## src/rtl/four_and_exerciser_if.sv

```systemverilog
// Purpose: bundles the exerciser's request, AND-chain stimulus/response and result signals.
// Latency: none; wiring only.
// Backpressure: none; start is a single-cycle request, ignored by the exerciser while busy.
// Optional feature macro: FOUR_AND_EXERCISER_FIRST_FAIL_EN adds first_fail_vld / first_fail_pat.
interface four_and_exerciser_if;
  logic       start;
  logic       a;
  logic       b;
  logic       c;
  logic       d;
  logic       e_in;
  logic       f_in;
  logic       g_in;
  logic       busy;
  logic       done;
  logic       pass;
  logic [4:0] err_cnt;
`ifdef FOUR_AND_EXERCISER_FIRST_FAIL_EN
  logic       first_fail_vld;
  logic [3:0] first_fail_pat;

  // Exerciser side: drives stimulus and results, receives start and chain responses.
  modport master (
    input  start, e_in, f_in, g_in,
    output a, b, c, d, busy, done, pass, err_cnt, first_fail_vld, first_fail_pat
  );

  // Environment side: the AND chain under test plus whoever requests runs.
  modport slave (
    output start, e_in, f_in, g_in,
    input  a, b, c, d, busy, done, pass, err_cnt, first_fail_vld, first_fail_pat
  );
`else
  // Exerciser side: drives stimulus and results, receives start and chain responses.
  modport master (
    input  start, e_in, f_in, g_in,
    output a, b, c, d, busy, done, pass, err_cnt
  );

  // Environment side: the AND chain under test plus whoever requests runs.
  modport slave (
    output start, e_in, f_in, g_in,
    input  a, b, c, d, busy, done, pass, err_cnt
  );
`endif
endinterface

```

## src/rtl/four_and_exerciser.sv

```systemverilog
// Purpose: walks all 16 patterns through an external 4-input AND chain and counts failing patterns.
// Latency: 16*(SETTLE_CYCLES+1) cycles from the first DRIVE cycle to done; all outputs registered.
// Backpressure: none; start is ignored while busy, results hold in DONE until the next start.
// Optional feature macro: FOUR_AND_EXERCISER_FIRST_FAIL_EN records the first failing pattern.
module four_and_exerciser #(
  parameter int unsigned SETTLE_CYCLES = 1  // cycles each pattern settles before sampling, 1..15
) (
  input logic               clk,
  input logic               rst_n,
  four_and_exerciser_if.master bus
);

  typedef enum logic [1:0] {
    IDLE   = 2'd0,
    DRIVE  = 2'd1,
    SAMPLE = 2'd2,
    DONE   = 2'd3
  } state_t;

  localparam logic [3:0] SETTLE_LAST = 4'(SETTLE_CYCLES - 1);
  localparam logic [4:0] ERR_MAX     = 5'd16;

  state_t     state;
  logic [3:0] pat;
  logic [3:0] settle_cnt;
  logic [3:0] stim;
  logic       busy_q;
  logic       done_q;
  logic       pass_q;
  logic [4:0] err_cnt_q;

  logic [2:0] exp_resp;
  logic [2:0] got_resp;
  logic       mismatch;
  logic       err_inc;
  logic [4:0] err_next;

  // Expected chain response for the pattern currently driven, and the per-pattern error decision.
  // A multi-bit mismatch collapses to one increment; the count saturates at 16 so it can never wrap.
  always_comb begin
    exp_resp = {stim[3] & stim[2],
                stim[3] & stim[2] & stim[1],
                stim[3] & stim[2] & stim[1] & stim[0]};
    got_resp = {bus.e_in, bus.f_in, bus.g_in};
    mismatch = (got_resp != exp_resp);
    err_inc  = mismatch && (err_cnt_q != ERR_MAX);
    err_next = err_cnt_q + {4'd0, err_inc};
  end

  // Sequencer: IDLE/DONE wait for start, DRIVE holds a pattern for SETTLE_CYCLES, SAMPLE checks it.
  always_ff @(posedge clk or negedge rst_n) begin
    if (!rst_n) begin
      state      <= IDLE;
      pat        <= 4'd0;
      settle_cnt <= 4'd0;
      stim       <= 4'd0;
      busy_q     <= 1'b0;
      done_q     <= 1'b0;
      pass_q     <= 1'b0;
      err_cnt_q  <= 5'd0;
    end else begin
      case (state)
        IDLE, DONE: begin
          if (bus.start) begin
            state      <= DRIVE;
            pat        <= 4'd0;
            settle_cnt <= 4'd0;
            stim       <= 4'd0;
            busy_q     <= 1'b1;
            done_q     <= 1'b0;
            pass_q     <= 1'b0;
            err_cnt_q  <= 5'd0;
          end
        end
        DRIVE: begin
          if (settle_cnt == SETTLE_LAST) begin
            settle_cnt <= 4'd0;
            state      <= SAMPLE;
          end else begin
            settle_cnt <= settle_cnt + 4'd1;
          end
        end
        SAMPLE: begin
          err_cnt_q <= err_next;
          if (pat == 4'hF) begin
            // Last pattern: pass must include this sample's result, hence err_next.
            state  <= DONE;
            stim   <= 4'd0;
            busy_q <= 1'b0;
            done_q <= 1'b1;
            pass_q <= (err_next == 5'd0);
          end else begin
            pat   <= pat + 4'd1;
            stim  <= pat + 4'd1;
            state <= DRIVE;
          end
        end
        default: begin
          state <= IDLE;
        end
      endcase
    end
  end

`ifdef FOUR_AND_EXERCISER_FIRST_FAIL_EN
  logic       first_fail_vld_q;
  logic [3:0] first_fail_pat_q;

  // First failing pattern of a run; sticky until the next accepted start or reset.
  always_ff @(posedge clk or negedge rst_n) begin
    if (!rst_n) begin
      first_fail_vld_q <= 1'b0;
      first_fail_pat_q <= 4'd0;
    end else if ((state == IDLE || state == DONE) && bus.start) begin
      first_fail_vld_q <= 1'b0;
      first_fail_pat_q <= 4'd0;
    end else if (state == SAMPLE && mismatch && !first_fail_vld_q) begin
      first_fail_vld_q <= 1'b1;
      first_fail_pat_q <= pat;
    end
  end

  assign bus.first_fail_vld = first_fail_vld_q;
  assign bus.first_fail_pat = first_fail_pat_q;
`endif

  assign bus.a       = stim[3];
  assign bus.b       = stim[2];
  assign bus.c       = stim[1];
  assign bus.d       = stim[0];
  assign bus.busy    = busy_q;
  assign bus.done    = done_q;
  assign bus.pass    = pass_q;
  assign bus.err_cnt = err_cnt_q;

endmodule

```

## src/flat_wrapper.sv

```systemverilog
// flat-port wrapper written by rule: the top's interface ports become plain ports
module four_and_exerciser_flat 
#(
  parameter int unsigned SETTLE_CYCLES = 1                                                       
)
  (clk, rst_n, bus_start, bus_e_in, bus_f_in, bus_g_in, bus_a, bus_b, bus_c, bus_d, bus_busy, bus_done, bus_pass, bus_err_cnt);
  four_and_exerciser_if bus_i ();
  input logic clk;
  input logic rst_n;
  input wire logic [$bits(bus_i.start)-1:0] bus_start;
  input wire logic [$bits(bus_i.e_in)-1:0] bus_e_in;
  input wire logic [$bits(bus_i.f_in)-1:0] bus_f_in;
  input wire logic [$bits(bus_i.g_in)-1:0] bus_g_in;
  output wire logic [$bits(bus_i.a)-1:0] bus_a;
  output wire logic [$bits(bus_i.b)-1:0] bus_b;
  output wire logic [$bits(bus_i.c)-1:0] bus_c;
  output wire logic [$bits(bus_i.d)-1:0] bus_d;
  output wire logic [$bits(bus_i.busy)-1:0] bus_busy;
  output wire logic [$bits(bus_i.done)-1:0] bus_done;
  output wire logic [$bits(bus_i.pass)-1:0] bus_pass;
  output wire logic [$bits(bus_i.err_cnt)-1:0] bus_err_cnt;
  assign bus_i.start = bus_start;
  assign bus_i.e_in = bus_e_in;
  assign bus_i.f_in = bus_f_in;
  assign bus_i.g_in = bus_g_in;
  assign bus_a = bus_i.a;
  assign bus_b = bus_i.b;
  assign bus_c = bus_i.c;
  assign bus_d = bus_i.d;
  assign bus_busy = bus_i.busy;
  assign bus_done = bus_i.done;
  assign bus_pass = bus_i.pass;
  assign bus_err_cnt = bus_i.err_cnt;
  four_and_exerciser #(.SETTLE_CYCLES(SETTLE_CYCLES)) u_core (.clk(clk), .rst_n(rst_n), .bus(bus_i));
endmodule
```

## config.mk

```make
export PLATFORM = sky130hd
export DESIGN_NAME = four_and_exerciser_flat
export DESIGN_NICKNAME = d
export VERILOG_FILES = /design/src/rtl/four_and_exerciser_if.sv /design/src/rtl/four_and_exerciser.sv /design/src/flat_wrapper.sv
export SDC_FILE = /design/constraint.sdc
export NUM_CORES = 1
export LEC_CHECK = 0
export CAP_MARGIN = 20
export CORE_ASPECT_RATIO = 0.6
export CORE_UTILIZATION = 51
export DETAILED_ROUTE_END_ITERATION = 8
export PLACE_DENSITY = 0.74
export SLEW_MARGIN = 20
export SYNTH_ARGS = -nofsm -noshare
export SYNTH_HDL_FRONTEND = slang
export SYNTH_SLANG_ARGS = --single-unit
```

## constraint.sdc

```tcl
create_clock -name clk -period 2.4 [get_ports clk]
set_clock_uncertainty 0.15 [all_clocks]
set_input_delay 0.24 -clock clk [delete_from_list [all_inputs] [get_ports clk]]
set_output_delay 0.24 -clock clk [all_outputs]
set_load 0.1 [all_outputs]
```

==> results.json <==
{
  "grt_start_max_net_pins": 23,
  "filler_cell_count": 247,
  "critical_path.max_fanout": 5,
  "clk_slew_on_worst_s_h_paths_ps": 80,
  "outcome": "completed",
  "ctsResizeCount": 0,
  "cts_tree": "built",
  "synth-seq-cells": 22,
  "crit_type": "register to register",
  "initial_core_util": 0.536,
  "number_of_antenna_violations_at_the_first_check_in_global_routing": 0,
  "placed_cells_incl_taps": 220,
  "die_outline_width_um": 72.9,
  "synthDominantCellAreaShare": 0.357,
  "cp_data_arrival_time_ps": 2150,
  "slew_violations": 0,
  "asyncSetResetFlopFracSynth": 1.00,
  "vias_per_cell": 5.90,
  "leak_pwr_uw": 0.000758,
  "ys_dominant_reg_cell": "sky130_fd_sc_hd__dfrtp_1",
  "syn-instance-count": 171,
  "yosys.cell_count.top_type": "sky130_fd_sc_hd__dfrtp_1",
  "max-clock-path-buffers": 2,
  "post-dp-hpwl_um": 2470,
  "io_buffer_count": 17,
  "cts.root.buffer_cell": "sky130_fd_sc_hd__clkbuf_8",
  "syn_nets": 185,
  "synth.lib_cells_used.distinct": 44,
  "critical-path-top-cell-by-count": "sky130_fd_sc_hd__ha_1",
  "wirelength_um": 3410,
  "clkLatencyLatePin_ps": 270,
  "fmax_mhz": 464,
  "groute.usage.overall": 0.222,
  "fin_nets": 197,
  "grt_pass1_vias": 1124,
  "grt_setup_unrepaired": "false",
  "worst-endpoint-required_ps": 2390,
  "synth.largest_area_cell": "sky130_fd_sc_hd__dfrtp_1",
  "cts_hold_buffers": 0,
  "routabilityCongestion": 0.829,
  "netlist_area_pre_place_um2": 1540,
  "num_antenna_cells": 0,
  "core_um2": 2870,
  "cell_chain_critical_path": "a2111oi_0 -> nor3_1 -> ha_1 -> ha_1 -> buf_4 -> nand2_1 -> nor2_1 -> a21oi_1 -> o221ai_1",
  "cts-buffers-inserted": 3,
  "finalWorstPathRequiredPeriod_ps": 2150,
  "htree_levels": 1,
  "synth.yosys.warnings": 0,
  "globalRouteOverflowTotal": 0,
  "max_slew_margin": 0.655,
  "die_height_um": 44.6,
  "report.final.setup_viol": 0,
  "number_of_synthesized_flops_with_an_enable_pin": 0,
  "routedLengthMet1_um": 1740,
  "grt_pass1_wl_um": 5380,
  "via_count": 1322,
  "finalHoldViolCount": 0,
  "final_layout_size_suffix_gt1_frac": 0.203,
  "route.top_layer_used": "met4",
  "drt_drc_violations_left": 0,
  "post_synth_main_area_contributors": "sky130_fd_sc_hd__dfrtp_1, sky130_fd_sc_hd__ha_1, sky130_fd_sc_hd__o21ai_0",
  "tightest_slew_ps": 518,
  "drt_first_iter_violations": 126,
  "total_power_per_unit_cell_area_nw_per_um2": 1150,
  "met2_wirelength_um": 1450,
  "worst_ir_drop_vdd_uv": 757,
  "post_cts_buffers": 0,
  "critPathSlowestCell": "sky130_fd_sc_hd__a2111oi_0",
  "area.growth.synth_to_final_pct": 12.9,
  "design.portCount": 18,
  "timing.critical_path.slowest_cell_delay_ps": 450,
  "synthTopCellsByCount": "sky130_fd_sc_hd__dfrtp_1, sky130_fd_sc_hd__o21ai_0, sky130_fd_sc_hd__nor2_1",
  "timing.critical_path.from_type": "register",
  "synth.yosys.seq_area_share": 0.357,
  "detail_route.wl_per_cell_um": 15.2,
  "placedInstanceArea_um2": 1680,
  "rows": 15,
  "timing.max_cap.violations": 0,
  "design.die.area_um2": 3250,
  "worst_hold_path_type": "primary input to asynchronous set/reset pin",
  "cts_sinks": 22,
  "detailroute.wirelength.met3_um": 187,
  "finalNonFillerCells": 224,
  "crit_path_end_kind": "register",
  "synth.avg_cell_area_um2": 9.01,
  "finish.instance_area_um2": 1740,
  "aggregate_negative_setup_slack_ps": 0,
  "period_share": 0.898,
  "drt_pass1_iterations": 4,
  "drt.antenna.violating_nets": 0
}
## final cells by class
cell class,count,area [um2],area share
inverter,8,30.0,0.0173
timing repair buffer,23,185,0.106
multi-input combinational,125,852,0.490
tap,42,52.6,0.0302
clock buffer,4,55.1,0.0317
sequential,22,564,0.324
## through the flow
| step | hold slack [ps] | util | setup WS, ps | total power (uW) |
|---|---|---|---|---|
| 4_1_cts | 185 | 0.606 | 238 | 2000 |
| 3_3_place_gp | 316 | 0.586 | 43.1 | 1690 |
| 6_report | 181 | 0.606 | 245 | 2000 |
| 2_1_floorplan | -206 | - | 16.4 | 1510 |
| 5_1_grt | 193 | 0.606 | 55.3 | 2120 |
| 3_5_place_dp | 323 | 0.586 | -26.0 | 1720 |
## routing by layer
metal | global-route usage | up-vias
met5 | 0 | -
met4 | 0.0510 | 0
met3 | 0.0638 | 6
met2 | 0.329 | 40
met1 | 0.321 | 627
li1 | - | 649
## power breakdown
group / internal (uW) / switching [uW]
logic: 385 / 745
registers: 468 / 125
clock network: 147 / 128
## logic make-up (layout without fill, tap and decap cells)
logic type               after synthesis  count (layout)  share of synthesized area
AO/OA/AOI/OAI                         59              59                      0.258
XOR/XNOR                               5               5                     0.0284
adder cells (fa/ha/maj)                8               8                     0.0650
buffers and inverters                 24              35                     0.0894
flip-flops                            22              22                      0.357
multiplexers                           6               6                     0.0414
AND/OR/NAND/NOR                       47              47                      0.161
## cell usage in the layout, fill, tap and decap left out, types with 3 or more instances in the layout
master and instances:
sky130_fd_sc_hd__mux2i_1 5, sky130_fd_sc_hd__buf_4 18, sky130_fd_sc_hd__clkbuf_8 4, sky130_fd_sc_hd__a21oi_1 10
sky130_fd_sc_hd__nor2_1 11, sky130_fd_sc_hd__a221o_1 3, sky130_fd_sc_hd__a31oi_1 5, sky130_fd_sc_hd__nand3_1 7
sky130_fd_sc_hd__nor3_1 9, sky130_fd_sc_hd__dfrtp_2 8, sky130_fd_sc_hd__nand2_1 10, sky130_fd_sc_hd__o21ai_0 14
sky130_fd_sc_hd__clkdlybuf4s50_1 5, sky130_fd_sc_hd__xnor2_1 4, sky130_fd_sc_hd__dfrtp_1 13, sky130_fd_sc_hd__inv_1 7
sky130_fd_sc_hd__a21o_1 6, sky130_fd_sc_hd__ha_1 8
## critical path: cells and delay by family, from the launching register on
family,cells,cell delay [ps]
and+or+nand+nor,3,180
AOI/OAI and AO/OA,3,690
adders and majority gates,2,410
buffers and inverters,1,150
DFF,1,440
## path summary, 6_finish.rpt
path / start / endpoint / slack (ps) / depth (start not counted)
max: u_core.stim[3]$_DFFE_PN0P_ / u_core.bus.err_cnt[2]$_DFFE_PN0P_ / 250 / 9
min: rst_n / u_core.bus.busy$_DFFE_PN0P_ / 180 / 2
max reg2reg: u_core.stim[3]$_DFFE_PN0P_ / u_core.bus.err_cnt[2]$_DFFE_PN0P_ / 250 / 9
min reg2reg: u_core.bus.done$_DFFE_PN0P_ / u_core.bus.done$_DFFE_PN0P_ / 340 / 1
max in group asynchronous: rst_n / u_core.bus.err_cnt[3]$_DFFE_PN0P_ / 1660 / 2
min in group clk: u_core.bus.done$_DFFE_PN0P_ / u_core.bus.done$_DFFE_PN0P_ / 340 / 1
## flip-flops by register name, indices dropped and copies added (netlist names)
name / flops
u_core.bus.busy: 1
u_core.bus.done: 1
u_core.bus.err_cnt: 5
u_core.bus.pass: 1
u_core.pat: 4
u_core.settle_cnt: 4
u_core.state: 2
u_core.stim: 4
No activity file was read; power rests on OpenSTA's default activity.
